[src/rtl/mips_pkg.sv]
// Shared fetch-side types and constants for the single-cycle MIPS core.
package mips_pkg;

   localparam int INSTR_W = 32;
   localparam int ADDR_W  = 32;

   localparam logic [ADDR_W-1:0]  RESET_PC_DEFAULT = 32'h0000_0000;
   localparam logic [INSTR_W-1:0] NOP_INSTR        = 32'h0000_0000;

   typedef struct packed {
      logic [ADDR_W-1:0]  pc;
      logic [INSTR_W-1:0] word;
   } fetch_entry_t;

   function automatic logic [ADDR_W-1:0] word_align(
      input logic [ADDR_W-1:0] a
   );
      return {a[ADDR_W-1:2], 2'b00};
   endfunction

endpackage

[src/rtl/fetch_fifo.sv]
// Circular prefetch buffer with push, pop, flush and an occupancy count.
module fetch_fifo #(
   parameter int DEPTH = 4,
   parameter int WIDTH = 64
) (
   input  logic                     clock,
   input  logic                     reset,
   input  logic                     push,
   input  logic                     pop,
   input  logic                     flush,
   input  logic [WIDTH-1:0]         wdata,
   output logic [WIDTH-1:0]         rdata,
   output logic [$clog2(DEPTH):0]   count
);

   localparam int AW = $clog2(DEPTH);
   localparam logic [AW:0] FULL = (AW+1)'(DEPTH);

   logic [WIDTH-1:0] mem [DEPTH];
   logic [AW-1:0]    wr_ptr;
   logic [AW-1:0]    rd_ptr;

   assign rdata = mem[rd_ptr];

   always_ff @(posedge clock or negedge reset) begin
      if (!reset) begin
         wr_ptr <= '0;
         rd_ptr <= '0;
         count  <= '0;
         for (int i = 0; i < DEPTH; i++) mem[i] <= '0;
      end else if (flush) begin
         wr_ptr <= '0;
         rd_ptr <= '0;
         count  <= '0;
      end else begin
         if (push) begin
            mem[wr_ptr] <= wdata;
            wr_ptr      <= wr_ptr + 1'b1;
         end
         if (pop) rd_ptr <= rd_ptr + 1'b1;
         if (push && !pop)      count <= count + 1'b1;
         else if (pop && !push) count <= count - 1'b1;
      end
   end

   // Issue throttling upstream must make overflow impossible.
   always @(posedge clock) begin
      if (reset && !flush) assert (!(push && count == FULL));
   end

endmodule

[src/rtl/fetch_queue.sv]
// Fetch stage: PC, 1-cycle imem interface and prefetch queue toward decode.
// Define FETCH_BYPASS_EN to present a returning word combinationally when empty.
module fetch_queue
   import mips_pkg::*;
#(
   parameter int                DEPTH    = 4,
   parameter logic [ADDR_W-1:0] RESET_PC = RESET_PC_DEFAULT
) (
   input  logic                clock,
   input  logic                reset,
   output logic                imem_req,
   output logic [ADDR_W-1:0]   imem_addr,
   input  logic [INSTR_W-1:0]  imem_rdata,
   output logic                instr_valid,
   output logic [INSTR_W-1:0]  instr,
   output logic [ADDR_W-1:0]   instr_pc,
   output logic [ADDR_W-1:0]   instr_pc4,
   input  logic                instr_ready,
   input  logic                redirect,
   input  logic [ADDR_W-1:0]   redirect_pc
);

   localparam int CW = $clog2(DEPTH) + 1;
   localparam logic [CW:0] DEPTH_W = (CW+1)'(DEPTH);

   logic [ADDR_W-1:0] fetch_pc;
   logic [ADDR_W-1:0] inflight_pc;
   logic              inflight;
   logic [CW-1:0]     count;
   logic [CW:0]       occ;
   logic              has_head;
   logic              bypass;
   logic              pop;
   logic              push;
   logic              fifo_pop;
   fetch_entry_t      head;
   fetch_entry_t      entry;

   assign has_head = (count != '0);

`ifdef FETCH_BYPASS_EN
   assign bypass = inflight & ~redirect & ~has_head;
`else
   assign bypass = 1'b0;
`endif

   assign instr_valid = has_head | bypass;
   assign pop         = instr_valid & instr_ready & ~redirect;
   assign fifo_pop    = pop & has_head;
   // A bypassed word consumed this cycle never enters storage.
   assign push        = inflight & ~redirect & ~(bypass & instr_ready);

   assign entry = '{pc: inflight_pc, word: imem_rdata};

   assign instr     = bypass ? imem_rdata  : head.word;
   assign instr_pc  = bypass ? inflight_pc : head.pc;
   assign instr_pc4 = instr_pc + 32'd4;

   assign occ = {1'b0, count} + (CW+1)'(inflight) - (CW+1)'(pop);

   assign imem_req  = reset & ~redirect & (occ < DEPTH_W);
   assign imem_addr = fetch_pc;

   always_ff @(posedge clock or negedge reset) begin
      if (!reset) begin
         fetch_pc    <= RESET_PC;
         inflight    <= 1'b0;
         inflight_pc <= '0;
      end else if (redirect) begin
         fetch_pc <= word_align(redirect_pc);
         inflight <= 1'b0;
      end else if (imem_req) begin
         fetch_pc    <= fetch_pc + 32'd4;
         inflight    <= 1'b1;
         inflight_pc <= fetch_pc;
      end else begin
         inflight <= 1'b0;
      end
   end

   fetch_fifo #(
      .DEPTH (DEPTH),
      .WIDTH ($bits(fetch_entry_t))
   ) u_fifo (
      .clock (clock),
      .reset (reset),
      .push  (push),
      .pop   (fifo_pop),
      .flush (redirect),
      .wdata (entry),
      .rdata (head),
      .count (count)
   );

endmodule

[config.mk]
export PLATFORM = sky130hd
export DESIGN_NAME = fetch_queue
export DESIGN_NICKNAME = d
export VERILOG_FILES = /design/src/rtl/mips_pkg.sv /design/src/rtl/fetch_fifo.sv /design/src/rtl/fetch_queue.sv
export SDC_FILE = /design/constraint.sdc
export NUM_CORES = 1
export LEC_CHECK = 0
export CAP_MARGIN = 20
export CORE_MARGIN = 2
export CORE_UTILIZATION = 40
export CTS_BUF_LIST = sky130_fd_sc_hd__clkbuf_16
export CTS_CLUSTER_DIAMETER = 150
export DETAILED_ROUTE_END_ITERATION = 6
export GPL_TIMING_DRIVEN = 0
export PLACE_DENSITY = 0.72
export SLEW_MARGIN = 30
export SYNTH_ARGS = -nofsm -noshare
export SYNTH_HDL_FRONTEND = slang
export SYNTH_SLANG_ARGS = --single-unit
[constraint.sdc]
create_clock -name clock -period 8.5 [get_ports clock]
set_input_delay 1.7 -clock clock [delete_from_list [all_inputs] [get_ports clock]]
set_output_delay 1.7 -clock clock [all_outputs]
set_load 0.005 [all_outputs]
### Word level (Yosys, flattened, before mapping)

Index checks and enable logic that the tools add are counted.

| word-level totals | value |
|---|---|
| bits in registers | 328 |
| input bits | 68 |
| output and inout port bits | 130 |

| cells by class | value |
|---|---|
| add/sub/neg operators | 8 |
| magnitude comparators | 4 |
| multiplexer cells | 17 |
| bitwise operators | 9 |
| reduce and logical (&&, ||, !) cells | 12 |

Operator list:

| operator | count |
|---|---|
| 256-bit bitwise mux | 1 |
| 64-bit 2-to-1 mux | 3 |
| 64-bit binary-select mux with 2-bit select | 1 |
| 64-bit demux with 2-bit select | 1 |
| 32-bit by 3-bit adder with 32-bit output, second input constant | 2 |
| 32-bit 2-to-1 mux | 2 |
| 3-bit 2-to-1 mux | 3 |
| 2-bit 2-to-1 mux | 4 |
| 1-bit AND | 6 |
| 3-bit greater-or-equal comparator, second input constant | 2 |
| 2-bit NOT with 3-bit output | 2 |
| 2-bit nonzero test | 3 |
| 3-bit nonzero test | 2 |
| 2-bit by 1-bit adder with 2-bit output, second input constant | 2 |
| 3-bit by 1-bit adder with 4-bit output | 1 |
| 4-bit by 3-bit < comparator with 1-bit output, second input constant | 1 |
| 2-bit AND reduction | 2 |
| 4-bit by 1-bit subtractor with 4-bit output | 1 |
| 3-bit by 1-bit adder with 3-bit output, second input constant | 1 |
| 1-bit logical AND | 3 |
| 3-bit by 1-bit < comparator with 1-bit output, second input constant | 1 |
| 3-bit by 1-bit subtractor with 3-bit output, second input constant | 1 |
| 1-bit logical NOT | 2 |
| 1-bit 2-to-1 mux | 2 |
| 1-bit NOT | 1 |

### Longest topological paths before layout

Gate-level depths: netlist of run 1.

| logic depth | value |
|---|---|
| word-level depth | 8 |
| gate-level depth with buffers | 12 |
| gate-level depth less buffers | 10 |

### Modules after synthesis

A second synthesis of run 1 with hierarchy kept.

| second synthesis, totals | value |
|---|---|
| cells, all modules | 1,043 |
| area, all modules | 16,390.7 um2 |

Modules (own cells, without submodules):

| module | instances | cells each | area each (um2) | sequential area each (um2) |
|---|---|---|---|---|
| fetch_fifo | 1 | 658 | 12,707.2 | 6,581.3 |
| fetch_queue | 1 | 385 | 3,683.5 | 1,526.5 |

### Worst setup path after synthesis of run 1

No wires, ideal clock.

| timing path | value |
|---|---|
| kind | input -> output |
| from | in redirect |
| to | out imem_req |
| arrival time | 3.848 ns |
| slack | 2.952 ns |
| stages | 11 |
| path buffers | 3 |
| cell sequence | clkbuf_1 > clkbuf_1 > nor2_1 > ha_1 > inv_1 > ha_1 > and3b_1 > o21a_1 > o211ai_1 > clkbuf_1 > inv_1 |

| between the ends | value |
|---|---|
| longest elaborated chain between the ends | 5 |
| elaborated cells between the ends (all ways) | 6 |
| those cells by class | 1 x add/sub; 1 x order compare; 4 x bitwise |

RTL lines:

| what | line | source |
|---|---|---|
| from (decl) | fetch_queue.sv:19 | `input logic redirect,` |
| 1-bit NOT (no source line) (*) | -- |  |
| 1-bit AND | fetch_queue.sv:48 | `assign pop = instr_valid & instr_ready & ~redirect;` |
| 4-bit by 1-bit subtractor with 4-bit output | fetch_queue.sv:59 | `assign occ = {1'b0, count} + (CW+1)'(inflight) - (CW+1)'(pop);` |
| 4-bit by 3-bit < comparator with 1-bit output | fetch_queue.sv:61 | `assign imem_req = reset & ~redirect & (occ < DEPTH_W);` |
| 1-bit AND (*) | fetch_queue.sv:61 |  |
| to (decl) | fetch_queue.sv:11 | `output logic imem_req,` |

Mark *: on every way between the ends. The rest lies on a longest branch, timed or not.

### Worst setup path in the final report of run 1

Ends and elaborated chain as after synthesis.

==> run summary, run 1 <==
The post-cts hold buffer count came out at 0. The post-synthesis instance area is between 10000 and 15000 µm². The run finished with clean final reports. The number of global-route vias before repair was 9810. The count of buffers added by post-CTS timing repair for setup came out at 0.

The required arrival time at the worst endpoint came out at 6.80 ns. In the synthesized netlist the dominant register cell turns out to be dfrtp_1. The area of placed instances is between 15000 and 20000 µm². The pin count of the biggest net entering global routing is 85. Max-cap violations in this run came to 0. The final routed DRC violation total came out at 0. The routed wirelength normalized by instance count is approximately 21 µm.

The worst setup slack after placement came out at about 1.1 ns. The final worst hold slack came out at 0.4966 ns. The core area came out at 36520 µm². The top-level port count came out at 198. The starting utilization of the core area is 40.46%. The number of rows in the core area came out at 70.

The routability congestion estimate from global placement came out at 0.8067. In this run the tool buffered the top-level ports with 189 buffer cells. Counting every sink on the clock net gives 316. Setup repair after global routing left no endpoint under its margin. The max-slew violation count came out at 0. The detailed-routing iteration count for the pre-antenna-repair pass came out at 4. The height of the die came out at 196.2 µm.

The root buffer cell chosen for the clock tree is clkbuf_16. The number of warnings printed during yosys synthesis is 0. The floorplan die width is roughly 200 µm.

The ratio of cells with drive above 1 in the final layout is 31.93%. The smallest clock period supported by the final layout is computed as around 7.5 ns. The logic depth of the worst register-to-register path came out at 11. The critical path is of the in -> out type.

The number of vias per cell is 5.444. The proportion of synthesized chip area in sequential cells is a little over half. For the pin with the worst max-slew slack, the measured transition is 0.9560 ns.

The final worst clock skew is roughly 0.032 ns. After the first detailed-routing iteration, the DRC count stood at between 500 and 600. For this run, the top clock speed supported by timing is roughly 130 MHz. The first-pass GRT wire length is 57770 µm. The clock latency at the later pin of the worst-skew pair is 0.53 ns. The filler cell count is 3146. In this run the deepest clock path goes through 3 buffers. The remaining antenna violation count after routing came out at 0. The gate count of the mapped netlist came out at roughly 1000. Leaving out fill and tap cells, the most frequent cell in the layout is dfrtp_1.

Yosys mapped a number of flops with a built-in enable equal to 0. Of all flip-flops after synthesis, the portion carrying an async set or reset was 100.0%. The repair_antennas step left the layout with diodes totalling 0. The synthesized design contains 316 register bits. The number of clock buffers inserted by TritonCTS is 36. Measured against its own limit, the worst slew margin works out to 35.77%.

The arrival time at the worst endpoint came out at 5.75 ns. The top cell types in the final layout, fill and taps aside, are dfrtp_1 (316), mux2_2 (275), clkdlybuf4s50_1 (188), mux4_2 (51), nand2_1 (43). The clock transition at the registers of the reported paths is 0.05 ns. Gates resized during post-CTS repair numbered 0. The final worst setup slack is around 1.0 ns. Across all layers, the routed design uses between 9000 and 10000 vias. The part of the cycle the worst path needs is between 80% and 90%. The critical path startpoint category is an input port. The reported leakage power is ~0.0082 µW. The peak supply drop is 0.1360 mV. The largest driver fanout on the critical path is 10.

In the global route stage, overall resource usage came out at ~19%. The die covers 38500 µm². The worst setup path is captured at an output port.

The average instance in the mapped netlist occupies 14.36 µm². TritonCTS built the clock tree. The count of cells along the worst hold path is 1. The final hold violation count is 0. The total congestion overflow after global routing came out at 0.

The half-perimeter wire length after placement came out at about 26000 µm. Once layout is done, the placed cells without fillers occupy 18460 µm². The maximum level of the CTS H-tree came out at 2.

The number of different library cells used by synthesis comes to 56. The initial antenna violation count is 0. The final layout contains routed wiring with a total length of 36970 µm. The post-layout total power came out at around 5900 µW. The number of nets in the final layout came out at 1343. Compared with the post-synthesis result, the final layout area differs by 24.91%. The power per cell area is 320.3 nW/µm². The path class of the tightest hold or removal check is reg -> reg. The final-report setup violation count came out at 0.
## where the power goes
part	total (µW)	switching, µW	internal [µW]
Clock	1430	601	827
Sequential	2210	302	1910
Combinational	2270	922	1350
Total	5910	1830	4090
## per-stage QoR
stage / std cells / utilization (%) / setup TNS, ns
detailed placement: 1695 / 47.61 / 0
global placement: 1691 / 47.30 / -2938.41
floorplan: 1034 / - / 0
finish: 1755 / 50.54 / 0
global route: 1755 / 50.54 / 0
CTS: 1755 / 50.54 / 0
## layer usage
| metal | track usage [%] | share of wire, % | vias up |
|---|---|---|---|
| li1 | - | - | 4304 |
| met1 | 27.77 | 46 | 4964 |
| met4 | 5.275 | 2.3 | 0 |
| met3 | 2.819 | 4.1 | 55 |
| met5 | 0 | 0 | - |
| met2 | 30.89 | 47 | 232 |
## synth_stat cells (all sizes together) (2+ instances only)
| library cell | instances | area (µm²) |
|---|---|---|
| dfrtp | 316 | 7908 |
| mux2 | 275 | 3097 |
| mux4 | 62 | 1438 |
| clkbuf | 43 | 162.7 |
| nand2 | 43 | 161.4 |
| o21ai | 28 | 140.1 |
| nor2 | 26 | 97.59 |
| nand3 | 25 | 140.1 |
| xor2 | 25 | 219.0 |
| buf | 22 | 165.2 |
| xnor2 | 22 | 192.7 |
| inv | 16 | 60.06 |
| nand4 | 16 | 100.1 |
| a31oi | 10 | 62.56 |
| or3 | 10 | 62.56 |
| and3 | 9 | 56.30 |
| ha | 9 | 112.6 |
| nor3 | 9 | 80.08 |
| o211ai | 9 | 67.56 |
| o2111ai | 7 | 61.31 |
| or4 | 7 | 52.55 |
| and2 | 6 | 37.54 |
| and4 | 5 | 43.79 |
| nor4 | 5 | 52.55 |
| nor2b | 3 | 18.77 |
| a2111oi | 2 | 17.52 |
| mux2i | 2 | 20.02 |
| o31ai | 2 | 15.01 |
| or4b | 2 | 23.77 |
## worst max-delay path, stage by stage
cell,delay (ns)
clkdlybuf4s50_1,0.66
clkbuf_1,0.40
clkbuf_1,0.49
nor2_1,0.11
ha_1,0.21
inv_1,0.06
ha_1,0.22
and3b_1,0.21
o21a_1,0.21
o211ai_1,0.59
clkbuf_1,0.35
inv_1,0.09
clkdlybuf4s50_1,0.45
## worst paths after layout
| kind | end | slack (ns) | startpoint |
|---|---|---|---|
| setup / recovery | imem_req | 1.05 | redirect |
| hold / removal | u_fifo.mem[166] | 0.50 | u_fifo.mem[166] |
| setup reg to reg | imem_addr[25] | 4.67 | u_fifo.count[1] |
| hold reg to reg | u_fifo.mem[166] | 0.50 | u_fifo.mem[166] |
| max in group asynchronous | u_fifo.mem[0] | 6.54 | reset |
| min in group asynchronous | u_fifo.mem[27] | 1.19 | reset |
## logic make-up (layout without fill, tap and decap cells)
group / Yosys count / in the layout / share of synthesized area [%]
muxes: 339 / 339 / 30.82
DFF: 316 / 316 / 53.51
and+or+nand+nor: 170 / 170 / 6.494
buffers and inverters: 81 / 334 / 2.625
AOI/OAI and AO/OA: 65 / 65 / 2.845
xor gates and xnor gates: 47 / 47 / 2.786
adders and majority gates: 10 / 10 / 0.8975
other: 1 / 6 / 0.02538
## area by class of cell
class	count	area [µm²]	share of cell area (%)
repair buffers	193	2007	10.87
well taps	468	585.6	3.172
plain buffers	65	327.8	1.776
clock buffers	36	900.9	4.880
flip-flops and latches	316	7908	42.84
clock inverters	24	168.9	0.9151
multi-input cells	637	6501	35.22
inverters	16	60.06	0.3254
## sequential cells by signal (all words and copies together) (netlist names)
| signal | cells |
|---|---|
| u_fifo.wr_ptr | 2 |
| u_fifo.rd_ptr | 2 |
| imem_addr | 30 |
| u_fifo.mem | 248 |
| u_fifo.count | 3 |
| inflight_pc | 30 |
| inflight | 1 |
No activity file was read; power rests on OpenSTA's default activity.
==> run 2, diff against run 1 <==
--- a/config.mk
+++ b/config.mk
@@ -5,14 +5,14 @@
 export SDC_FILE = /design/constraint.sdc
 export NUM_CORES = 1
 export LEC_CHECK = 0
-export CAP_MARGIN = 20
+export CAP_MARGIN = 25
 export CORE_MARGIN = 2
-export CORE_UTILIZATION = 40
+export CORE_UTILIZATION = 45
 export CTS_BUF_LIST = sky130_fd_sc_hd__clkbuf_16
 export CTS_CLUSTER_DIAMETER = 150
 export DETAILED_ROUTE_END_ITERATION = 6
 export GPL_TIMING_DRIVEN = 0
-export PLACE_DENSITY = 0.72
+export PLACE_DENSITY = 0.78
 export SLEW_MARGIN = 30
 export SYNTH_ARGS = -nofsm -noshare
 export SYNTH_HDL_FRONTEND = slang
==> run summary, run 2 (synthesis results as in run 1) <==
The portion of total power attributed to the clock network came out at 22.0% (was 24.2%). The count of buffers added by post-CTS timing repair for setup is 0 (unchanged). The element type at the critical path end is an output port (unchanged). The max-slew violation count is 0 (unchanged). The total track usage came out at 20.90% (was 19.35%). The number of DRC markers after the initial detailed-route iteration is 537 (was 583).

The clock tree root buffer cell is clkbuf_16 (unchanged). The critical path startpoint category is an input port (unchanged). The number of vias per cell came out at 5.522 (was 5.444). The final routed DRC violation total came out at 0 (unchanged). The setup TNS came to 0 ns (unchanged). The combinational share of power came to 39.3% (was 38.4%). The leading cell type in the layout, fill and taps excluded was dfrtp_1 (unchanged).

The maximum level of the CTS H-tree came out at 1 (was 2). The maximum count of clock buffers along a single path is 3 (unchanged). The height of the die is 185.2 µm (was 196.2 µm). The worst slew margin relative to its limit is 36.62% (was 35.77%). The post-cts hold buffer count came out at 0 (unchanged). Status: finished, final reports clean (unchanged). The starting utilization of the core area is 45.54% (was 40.46%). The floorplan die width is 185.2 µm (was 196.2 µm).

The area growth from synthesis to layout came to 23.48% (was 24.91%). The number of rows in the core area was 66 (was 70). Commonest cells after routing, fill and taps aside: dfrtp_1 (316), mux2_2 (275), clkdlybuf4s50_1 (188), mux4_2 (51), nand2_1 (43) (unchanged). The number of global-route vias before repair is 9969 (was 9810).

The sequential cell area came out at 7908 µm² (unchanged). The longest individual stage delay on the worst path came to 0.71 ns (was 0.66 ns). The routed wirelength normalized by instance count came to 20.35 µm (was 21.07 µm). The core area is 32450 µm² (was 36520 µm²). The busiest metal layer after global routing is met2 (unchanged). The total routed wirelength came out at 35100 µm (was 36970 µm). The cell-internal power is 3944 µW (was 4087 µW). The slew at the pin closest to its max-slew limit came to 0.9434 ns (was 0.9560 ns).

The cell with the biggest individual delay on the critical path is o211ai_1 (was clkdlybuf4s50_1). The first-pass GRT wire length came out at 55760 µm (was 57770 µm). The initial antenna violation count is 0 (unchanged). The required arrival time at the worst endpoint is 6.80 ns (about the same). The CTS tree is done (unchanged). The clock transition at the registers of the reported paths came out at 0.06 ns (was 0.05 ns). The part of the cycle the worst path needs is 87.81% (was 87.68%). The top-level port count is 198 (unchanged). The count of port buffers added during placement came to 189 (unchanged).

The routability congestion estimate from global placement is 0.8650 (was 0.8067). The number of vias in the routed layout came out at 9526 (was 9555). The kind of critical path was in -> out (unchanged). The multi-input logic area came to 6501 µm² (unchanged).

The global-route track usage on met3 is 2.654% (was 2.819%). The minimum clock period after layout was 7.464 ns (was 7.453 ns). Chain of cells forming the critical path: clkdlybuf4s50_1 > clkbuf_1 > clkbuf_1 > nor2_1 > ha_1 > inv_1 > ha_1 > and3b_1 > o21a_1 > o211ai_1 > clkbuf_1 > inv_1 > clkdlybuf4s50_1 (unchanged). The peak supply drop is 0.1446 mV (was 0.1360 mV). The class of the tightest hold or removal check is reg -> reg (unchanged). The power per cell area is 313.7 nW/µm² (was 320.3 nW/µm²). The ratio of cells with drive above 1 in the final layout came to 31.80% (was 31.93%).

The detailed-routing iteration count for the pre-antenna-repair pass was 7 (was 4). The remaining antenna violation count after routing is 0 (unchanged). The final hold violation count came out at 0 (unchanged). The flip-flop count of the largest register after layout is 248 (unchanged). The share of total power consumed by net switching came out at 31.09% (was 30.88%).

The dominant cell type by count on the critical path was clkbuf_1 (unchanged). The final worst clock skew is 0.01459 ns (was 0.03160 ns). The register with the most flip-flops is u_fifo.mem (unchanged). The number of gates given a new drive strength after cts came out at 0 (unchanged).

The count of inserted antenna diode cells is 0 (unchanged). Unrepaired setup endpoints after global routing: false (unchanged). The number of clock buffers inserted by TritonCTS came out at 31 (was 36).

The die area came out at 34300 µm² (was 38500 µm²). The number of max-capacitance violations reported is 0 (unchanged). The global-route track usage on met1 is 30.08% (was 27.77%). The arrival time at the worst endpoint came to 5.76 ns (was 5.75 ns).

The total congestion overflow after global routing was 0 (unchanged). The pin count of the biggest net entering global routing is 95 (was 85). The filler cell count is 2625 (was 3146).

The reported net switching power came to 1780 µW (was 1826 µW). The maximum operating frequency came to 134.0 MHz (was 134.2 MHz). The clock latency at the later pin of the worst-skew pair is 0.55 ns (was 0.53 ns).

The worst setup slack after placement is 1.059 ns (was 1.097 ns). The half-perimeter wire length after placement is 24980 µm (was 26100 µm). The number of nets in the final layout is 1337 (was 1343). The sink count of the clock tree is 316 (unchanged).

The final worst setup slack came out at 1.036 ns (was 1.047 ns). The met2 track demand over resource in global routing came out at 34.37% (was 30.89%). The reported leakage power came out at 0.008121 µW (was 0.008222 µW). The final-report setup violation count came out at 0 (unchanged). The sequential share of power came out at 38.7% (was 37.4%). The largest driver fanout on the critical path was 10 (unchanged).
-- run 2: path summary, 6_finish.rpt --
check                                 from              end  slack, ns  depth (start not counted)
setup / recovery                  redirect         imem_req       1.04                         13
hold / removal              u_fifo.mem[29]   u_fifo.mem[29]       0.50                          1
setup reg to reg           u_fifo.count[1]  inflight_pc[27]       4.68                         10
hold reg to reg             u_fifo.mem[29]   u_fifo.mem[29]       0.50                          1
max in group asynchronous            reset  u_fifo.mem[184]       6.16                          3
min in group asynchronous            reset   u_fifo.mem[92]       1.09                          1
-- run 2: power by group through the flow --
stage	Combinational [µW]	Sequential, µW	Clock (µW)
final	2250	2220	1260
after global routing	2430	2270	1340
after CTS	2280	2210	1280
after detailed placement	2270	2230	0
after global placement	2210	2200	0
after floorplan	1260	2100	0
-- run 2: area by class of cell --
type / instances / area share [%]
inverters: 16 / 0.3291
repair buffers: 192 / 10.85
flip-flops and latches: 316 / 43.34
well taps: 442 / 3.031
clock buffers: 31 / 4.251
plain buffers: 65 / 1.796
clock inverters: 26 / 0.7817
multi-input cells: 637 / 35.63
-- run 2: metal layers --
metal / wire length [µm] / vias to the layer above / share of wire [%]
li1: - / 4273 / -
met1: 15960 / 4971 / 45
met2: 16980 / 240 / 48
met3: 1627 / 42 / 4.6
met4: 534 / 0 / 1.5
met5: 0 / - / 0
-- run 2: critical path: cells and delay by family --
family | cells | cell delay, ns
adder cells (fa/ha/maj) | 2 | 0.42
AO/OA/AOI/OAI | 2 | 0.91
buffers and inverters | 7 | 2.43
AND/OR/NAND/NOR | 2 | 0.31
-- run 2: stage by stage --
stage          total power (µW)  util, %  hold WS [ns]  std cells  instance area, µm²
2_1_floorplan              3361        -        0.4704       1034               14800
3_3_place_gp               4417    53.13        0.4794       1665               17240
3_5_place_dp               4506    53.40        0.4867       1668               17330
4_1_cts                    5777    56.23        0.5007       1725               18250
5_1_grt                    6040    56.23        0.5053       1725               18250
6_report                   5724    56.23        0.4978       1725               18250
==> run 3, diff against run 2 <==
--- a/config.mk
+++ b/config.mk
@@ -17,3 +17,4 @@
 export SYNTH_ARGS = -nofsm -noshare
 export SYNTH_HDL_FRONTEND = slang
 export SYNTH_SLANG_ARGS = --single-unit
+export TNS_END_PERCENT = 100
==> results of run 3 <==
Final layout, timing and power as in run 2 (identical DEF).
